**src/rtl/switch_arb5.sv**
```systemverilog
// switch_arb5: round-robin, packet-locking allocator for one output port of
// the 5-port router. It drives the one-hot select of that port's switch5 mux.
// Inputs are ordered local, N, E, S, W. A grant is held for a whole wormhole
// packet and released when the tail flit actually crosses the switch.
//
// Optional feature macro: ARB_BACK2BACK_EN
//   undefined (default): a released port returns to IDLE for one cycle, and
//                        arbitration resumes from there (one bubble per packet).
//   defined:             the next winner is chosen in the same cycle as the
//                        tail transfer, so the grant switches with no bubble.
module switch_arb5 #(
    parameter int NUM_INPUTS = 5
) (
    input  logic                  clk,
    input  logic                  rst_n,
    input  logic [NUM_INPUTS-1:0] req,
    input  logic [NUM_INPUTS-1:0] tail,
    input  logic                  out_ready,
    output logic [NUM_INPUTS-1:0] Gnt,
    output logic                  fire,
    output logic                  busy
);

    localparam int IDX_W = $clog2(NUM_INPUTS);

    typedef enum logic {
        IDLE   = 1'b0,
        LOCKED = 1'b1
    } state_t;

    state_t                r_state;
    logic [NUM_INPUTS-1:0] r_gnt;
    logic [IDX_W-1:0]      r_ptr;
    logic                  r_busy;

    logic                  w_fire;
    logic                  w_tailOfGranted;
    logic                  w_release;
    logic                  w_winFound;
    logic [IDX_W-1:0]      w_winIdx;
    logic [NUM_INPUTS-1:0] w_winOneHot;
    logic [IDX_W-1:0]      w_candIdx;

    // While locked r_gnt is one-hot, so masking with it selects req[g] and
    // tail[g]; in IDLE r_gnt is zero, which also keeps fire low there.
    assign w_fire          = (r_state == LOCKED) & (|(r_gnt & req)) & out_ready;
    assign w_tailOfGranted = |(r_gnt & tail);
    assign w_release       = w_fire & w_tailOfGranted;

    // Round-robin pick: scan (ptr+1)%N, (ptr+2)%N ... ptr and take the first
    // requester. The loop runs from the far end so the nearest match wins.
    // While locked, ptr is the granted index, so the same scan serves the
    // back-to-back case with the current owner eligible only last.
    always_comb begin
        w_winFound  = 1'b0;
        w_winIdx    = '0;
        w_winOneHot = '0;
        w_candIdx   = '0;
        for (int k = NUM_INPUTS; k >= 1; k--) begin
            w_candIdx = IDX_W'((int'(r_ptr) + k) % NUM_INPUTS);
            if (req[w_candIdx]) begin
                w_winFound             = 1'b1;
                w_winIdx               = w_candIdx;
                w_winOneHot            = '0;
                w_winOneHot[w_candIdx] = 1'b1;
            end
        end
    end

    // Lock state machine: grant in IDLE, hold through the packet, release on
    // a tail that really transfers; ptr moves only when a new grant is made.
    always_ff @(posedge clk or negedge rst_n) begin
        if (!rst_n) begin
            r_state <= IDLE;
            r_gnt   <= '0;
            r_ptr   <= IDX_W'(NUM_INPUTS - 1);
            r_busy  <= 1'b0;
        end else begin
            case (r_state)
                IDLE: begin
                    if (w_winFound) begin
                        r_state <= LOCKED;
                        r_gnt   <= w_winOneHot;
                        r_ptr   <= w_winIdx;
                        r_busy  <= 1'b1;
                    end else begin
                        r_gnt   <= '0;
                        r_busy  <= 1'b0;
                    end
                end
                LOCKED: begin
                    if (w_release) begin
`ifdef ARB_BACK2BACK_EN
                        if (w_winFound) begin
                            r_state <= LOCKED;
                            r_gnt   <= w_winOneHot;
                            r_ptr   <= w_winIdx;
                            r_busy  <= 1'b1;
                        end else begin
                            r_state <= IDLE;
                            r_gnt   <= '0;
                            r_busy  <= 1'b0;
                        end
`else
                        r_state <= IDLE;
                        r_gnt   <= '0;
                        r_busy  <= 1'b0;
`endif
                    end
                end
                default: begin
                    r_state <= IDLE;
                    r_gnt   <= '0;
                    r_busy  <= 1'b0;
                end
            endcase
        end
    end

    assign Gnt  = r_gnt;
    assign fire = w_fire;
    assign busy = r_busy;

endmodule

```
**config.mk**
```make
export PLATFORM = sky130hd
export DESIGN_NAME = switch_arb5
export DESIGN_NICKNAME = d
export VERILOG_FILES = /design/src/rtl/switch_arb5.sv
export SDC_FILE = /design/constraint.sdc
export NUM_CORES = 1
export LEC_CHECK = 0
export ABC_AREA = 0
export BUFFER_PORTS_ARGS = -buffer_cell sky130_fd_sc_hd__buf_2
export CORE_MARGIN = 4
export CORE_UTILIZATION = 65
export CTS_CLUSTER_SIZE = 24
export DETAILED_ROUTE_END_ITERATION = 6
export PLACE_DENSITY = 0.81
export SLEW_MARGIN = 15
export SYNTH_ARGS = -nofsm -noshare
export SYNTH_HDL_FRONTEND = slang
export SYNTH_SLANG_ARGS = --single-unit
```
**constraint.sdc**
```tcl
create_clock -name clk -period 11.4 [get_ports clk]
set_clock_uncertainty 0.2 [all_clocks]
set_input_delay 2.28 -clock clk [delete_from_list [all_inputs] [get_ports clk]]
set_output_delay 2.28 -clock clk [all_outputs]
set_load 0.005 [all_outputs]
```
* After elaboration in Yosys (flattened, before gate mapping)
Index checks and enable logic that the tools add are counted.
** Word-level totals
- Output and inout bits :: 7
- Memories :: 0
- ROM bits :: 0
- Latch bits :: 0
- Input port bits :: 13
- Memory bits (writable) :: 0
- Flip-flop bits (word level) :: 10
** Cells by class
- Div/mod/pow operators :: 5
- Reductions and logical operators :: 8
- Add/subtract/negate cells :: 5
- Multiply operators :: 0
- Shift-type cells :: 0
- $lt $le $gt $ge :: 10
- Bitwise operators :: 6
- Equal/unequal tests :: 1
- Mux-type cells :: 43
** Operator list (number)
- $mod A32 B4 Y32 const B :: 5
- $mux W5 :: 7
- $lt A3 B4 Y1 const B :: 5
- $mux W1 :: 18
- $bmux W1 S3 :: 5
- $demux W1 S3 :: 5
- $ge A3 B1 Y1 const B :: 5
- $mux W3 :: 5
- $and A5 B5 Y5 :: 2
- $pmux W5 S2 :: 1
- $reduce_or A5 Y1 :: 2
- $add A3 B2 Y4 const B :: 2
- $add A3 B3 Y4 const B :: 2
- $logic_and A1 B1 Y1 :: 5
- $add A3 B1 Y4 const B :: 1
- $pmux W1 S2 :: 2
- $and A1 B1 Y1 :: 3
- $ne A2 B1 Y1 const B :: 1
- $reduce_and A2 Y1 :: 1
- $not A1 Y1 :: 1

* Logic depth before layout (Yosys ltp)
- Depth in word-level cells :: 13
- Gate-level depth with buffers :: 19

* Worst setup path after synthesis
OpenSTA, ideal clock, no wires.
- Path kind :: input-to-output
- Start point :: input port req[3]
- End point :: output port fire
- Slack :: 6.059 ns
- Stages on the path :: 3
- Required time :: 8.920 ns
- Arrival :: 2.861 ns
- Path through :: clkbuf_1 a222oi_1 a21oi_1
** On the way
- Word-level cells in the longest chain between the ends :: 4
** Ends and longest elaborated chain
- from (decl) :: line 16 : input logic [NUM_INPUTS-1:0] req,
- $and A5 B5 Y5 :: line 46 : assign w_fire = (r_state == LOCKED) & (|(r_gnt & req)) & out_ready;
- $reduce_or A5 Y1 :: line 46
- $and A1 B1 Y1 (2 in series) :: line 46
- to (decl) :: line 20 : output logic fire,
Every way passes these cells.

* Final worst setup path
- Start point :: register r_ptr[0]
- End point :: register r_ptr[2]
** On the way
- Word-level cells in the longest chain between the ends :: 10
- Elaborated cells between the ends (all ways) :: 31
- Classes of those cells :: add/sub: 5; div: 5; mux: 20; reduce/logical: 1
** Ends and longest elaborated chain
- from (decl) :: line 33 : logic [IDX_W-1:0] r_ptr;
- from (signal assigned) :: line 76 : r_ptr <= IDX_W'(NUM_INPUTS - 1);
- from (signal assigned) :: line 84 : r_ptr <= w_winIdx;
- $add A3 B3 Y4 :: line 60 : w_candIdx = IDX_W'((int'(r_ptr) + k) % NUM_INPUTS);
- $mod A32 B4 Y32 :: line 60
- $bmux W1 S3 :: line 61 : if (req[w_candIdx]) begin
- $mux W1 (not written as such) :: line 61
- $mux W1 (5 in series) :: line 61
- $reduce_and A2 Y1 (no line)
Several ways; a longest one is shown, not always the timed one. The select of a mux whose other input is x is not followed.
A chain may end at the register's enable or synchronous reset.

==> impl_metrics.py <==
metrics = {
    "routing": {
        "remaining_drc_errors": 0,
        "vias": 2760,
        "vias_per_cell": 6.87,
        "ant_nets": 0,
        "drtIter0Drc": 264,
        "drt-pass1-iter-count": 5,
        "drt-total-wl_um": 6950,
        "routedWlPerCell_um": 17.3,
    },
    "global_routing": {
        "track_usage_pct": 28.0,
        "grt_pass1_vias": 2561,
        "grt_max_degree": 29,
        "antenna_found_initial": 0,
        "grt_pass1_wl_um": 11700,
        "grt-ovfl-total": 0,
    },
    "cts": {
        "cts_setup_buffers": 0,
        "clockBufferDepth": 2,
        "cts_root_buf": "clkbuf_8",
        "ctsHoldBuffers": 0,
        "cts_htree_levels": 1,
        "cts_made_buffers": 3,
        "cts.repair.resized": 0,
        "clock_latency_ps": 240,
        "clk_pin_slew_ps": 50,
        "cts.sinks": 10,
        "cts_tree": "yes",
    },
    "critical_path": {
        "critical_path.most_common_cell": "ha_1",
        "worstPathMaxFanout": 24,
        "cpMaxStageDelayCell": "dfrtp_1",
        "worst_setup_path_end_kind": "register",
        "crit_chain": "ha_1, xor2_4, ha_1, nor3b_1, o31ai_1, xnor2_1, ha_1, nand2b_1, a32oi_1, nand4_1, xnor2_1, mux2i_1, a311oi_1, o211ai_1, o21ai_4, mux2i_1",
        "slowest_delay_ps": 870,
        "rrSetupSlack_ps": 5770,
        "r2r_start": "r_ptr[0]$_DFFE_PN0P_",
        "critPathKind": "register to register",
        "cp_data_required_time_ps": 11370,
        "arrival_ps": 5600,
        "start_kind": "register",
        "r2r-end": "r_ptr[2]$_DFFE_PN1P_",
        "rr_worst_depth": 16,
    },
    "floorplan": {
        "start_util_pct": 68.3,
        "core-area_um2": 3720,
        "die_w_um": 70.5,
        "die_area_um2": 4970,
        "rows": 22,
        "die_h_um": 70.5,
        "ios": 20,
    },
    "synth": {
        "syn_nets": 380,
        "yosys-top-cells-area": "ha_1, dfrtp_1, nand2_1, a21oi_1, mux2i_1",
        "ys.flop_type": "dfrtp_1",
        "synth_top_area_cell": "ha_1",
        "synth-seq-area-share_pct": 9.91,
        "syn_area_per_cell_um2": 7.35,
        "synth.ff_latch_count": 10,
        "async_flop_share_pct": 100,
        "synth_cell_types": 76,
        "ys_top_cells_by_count": "nand2_1, ha_1, nor2_1",
        "netlist_area_um2": 2540,
        "synth.most_common_cell": "nand2_1",
        "synth_edf_count": 0,
        "yosysWarnings": 0,
        "synth_top_area_share_pct": 10.8,
        "postSynthCellCount": 345,
    },
    "layout": {
        "drive_gt1_share_pct": 12.7,
        "area_delta_synth_final_pct": 5.33,
        "nFillCells": 306,
        "diodes": 0,
        "layout.nets": 390,
    },
    "worst_hold_path": {
        "hp-class": "register to register",
        "min_from": "busy$_DFFE_PN0P_",
        "hold_end": "busy$_DFFE_PN0P_",
        "hold_path_depth": 2,
    },
    "timing": {
        "rsz0062_at_grt": "no",
        "setup_violations": 0,
        "worstMarginPinSlew_ps": 838,
        "final-hold-violation-count": 0,
        "setup_tns_ps": 0,
        "fin_crit_ps": 5630,
        "relSlewSlack_pct": 43.4,
        "slew_viol_final": 0,
        "fmax_mhz": 178,
        "timing.final.crit_share_pct": 49.4,
    },
    "run_status": {
        "status": "completed",
    },
    "placement": {
        "gp_congestion": 0.974,
        "io_buffers": 19,
        "dpl.hpwl_um": 5190,
    },
    "flow_run": {
        "maxCapViolCount": 0,
    },
}
## final cells by class
class | instances | area (µm²) | share of cell area (%)
clock buffer | 4 | 55.1 | 2.06
inverter | 21 | 81.3 | 3.04
multi-input combinational | 298 | 2110 | 79.1
sequential | 10 | 251 | 9.41
tap | 48 | 60.1 | 2.25
timing repair buffer | 21 | 110 | 4.12
## through the flow
| stage | cells | instance area, µm² | worst slack (ps) | hold slack (ps) | utilization [%] |
|---|---|---|---|---|---|
| after floorplan | 345 | 2540 | 6060 | 271 | - |
| after CTS | 402 | 2670 | 5850 | 296 | 71.9 |
| after detailed placement | 398 | 2620 | 5870 | 284 | 70.4 |
| after global routing | 402 | 2670 | 5410 | 306 | 71.9 |
| after global placement | 398 | 2620 | 5900 | 271 | 70.4 |
| final | 402 | 2670 | 5770 | 293 | 71.9 |
## cell usage in the layout, fill, tap and decap left out, types with 9 or more instances in the layout
| cell | n |
|---|---|
| ha_1 | 22 |
| buf_2 | 19 |
| nor2_1 | 22 |
| mux2i_1 | 10 |
| inv_1 | 20 |
| nand3_1 | 12 |
| a21oi_1 | 20 |
| nand2_1 | 36 |
| dfrtp_1 | 9 |
| o21ai_0 | 17 |
## metal layers
| layer | GRT usage [%] | wire (µm) | vias up | share of wire, % |
|---|---|---|---|---|
| li1 | - | - | 1329 | - |
| met1 | 38.6 | 3170 | 1301 | 46 |
| met2 | 45.6 | 3210 | 116 | 46 |
| met3 | 3.02 | 448 | 14 | 6.5 |
| met4 | 8.30 | 114 | 0 | 1.6 |
| met5 | 0 | 0 | - | 0 |
## worst max-delay path by stage
stage,cells after the start,start,to,slack [ps]
2_1_floorplan,3,req[3],fire,6060
3_3_place_gp,4,req[3],fire,5900
3_5_place_dp,4,req[3],fire,5870
4_1_cts,4,req[3],fire,5850
5_1_grt,16,r_ptr[0]$_DFFE_PN0P_,r_ptr[2]$_DFFE_PN1P_,5410
6_report,16,r_ptr[0]$_DFFE_PN0P_,r_ptr[2]$_DFFE_PN1P_,5770
## cell families (layout without fill, tap and decap cells)
group,after synthesis,after routing,share of synthesized area (%)
compound gates,120,120,33.9
simple gates,135,135,28.7
mux,14,14,6.16
flops,10,10,9.91
buf+inv,37,46,6.76
fa+ha+maj,22,22,10.8
xor+xnor,7,7,3.75
## sequential cells by signal, indices dropped and copies added, names as in the netlist
register	flops
r_ptr	3
busy	1
r_state	1
Gnt	5
## worst max-delay path, delay by kind of cell (launching register included)
family / cells / cell delay (ps)
AO/OA/AOI/OAI: 5 / 1430
adder cells (fa/ha/maj): 3 / 1270
multiplexers: 2 / 390
XOR/XNOR: 3 / 1050
AND/OR/NAND/NOR: 3 / 340
flip-flops: 1 / 870
Power is left out: the tool's default activity adds up to more than one toggle a clock period on the data nets, which glitch-free logic cannot reach.
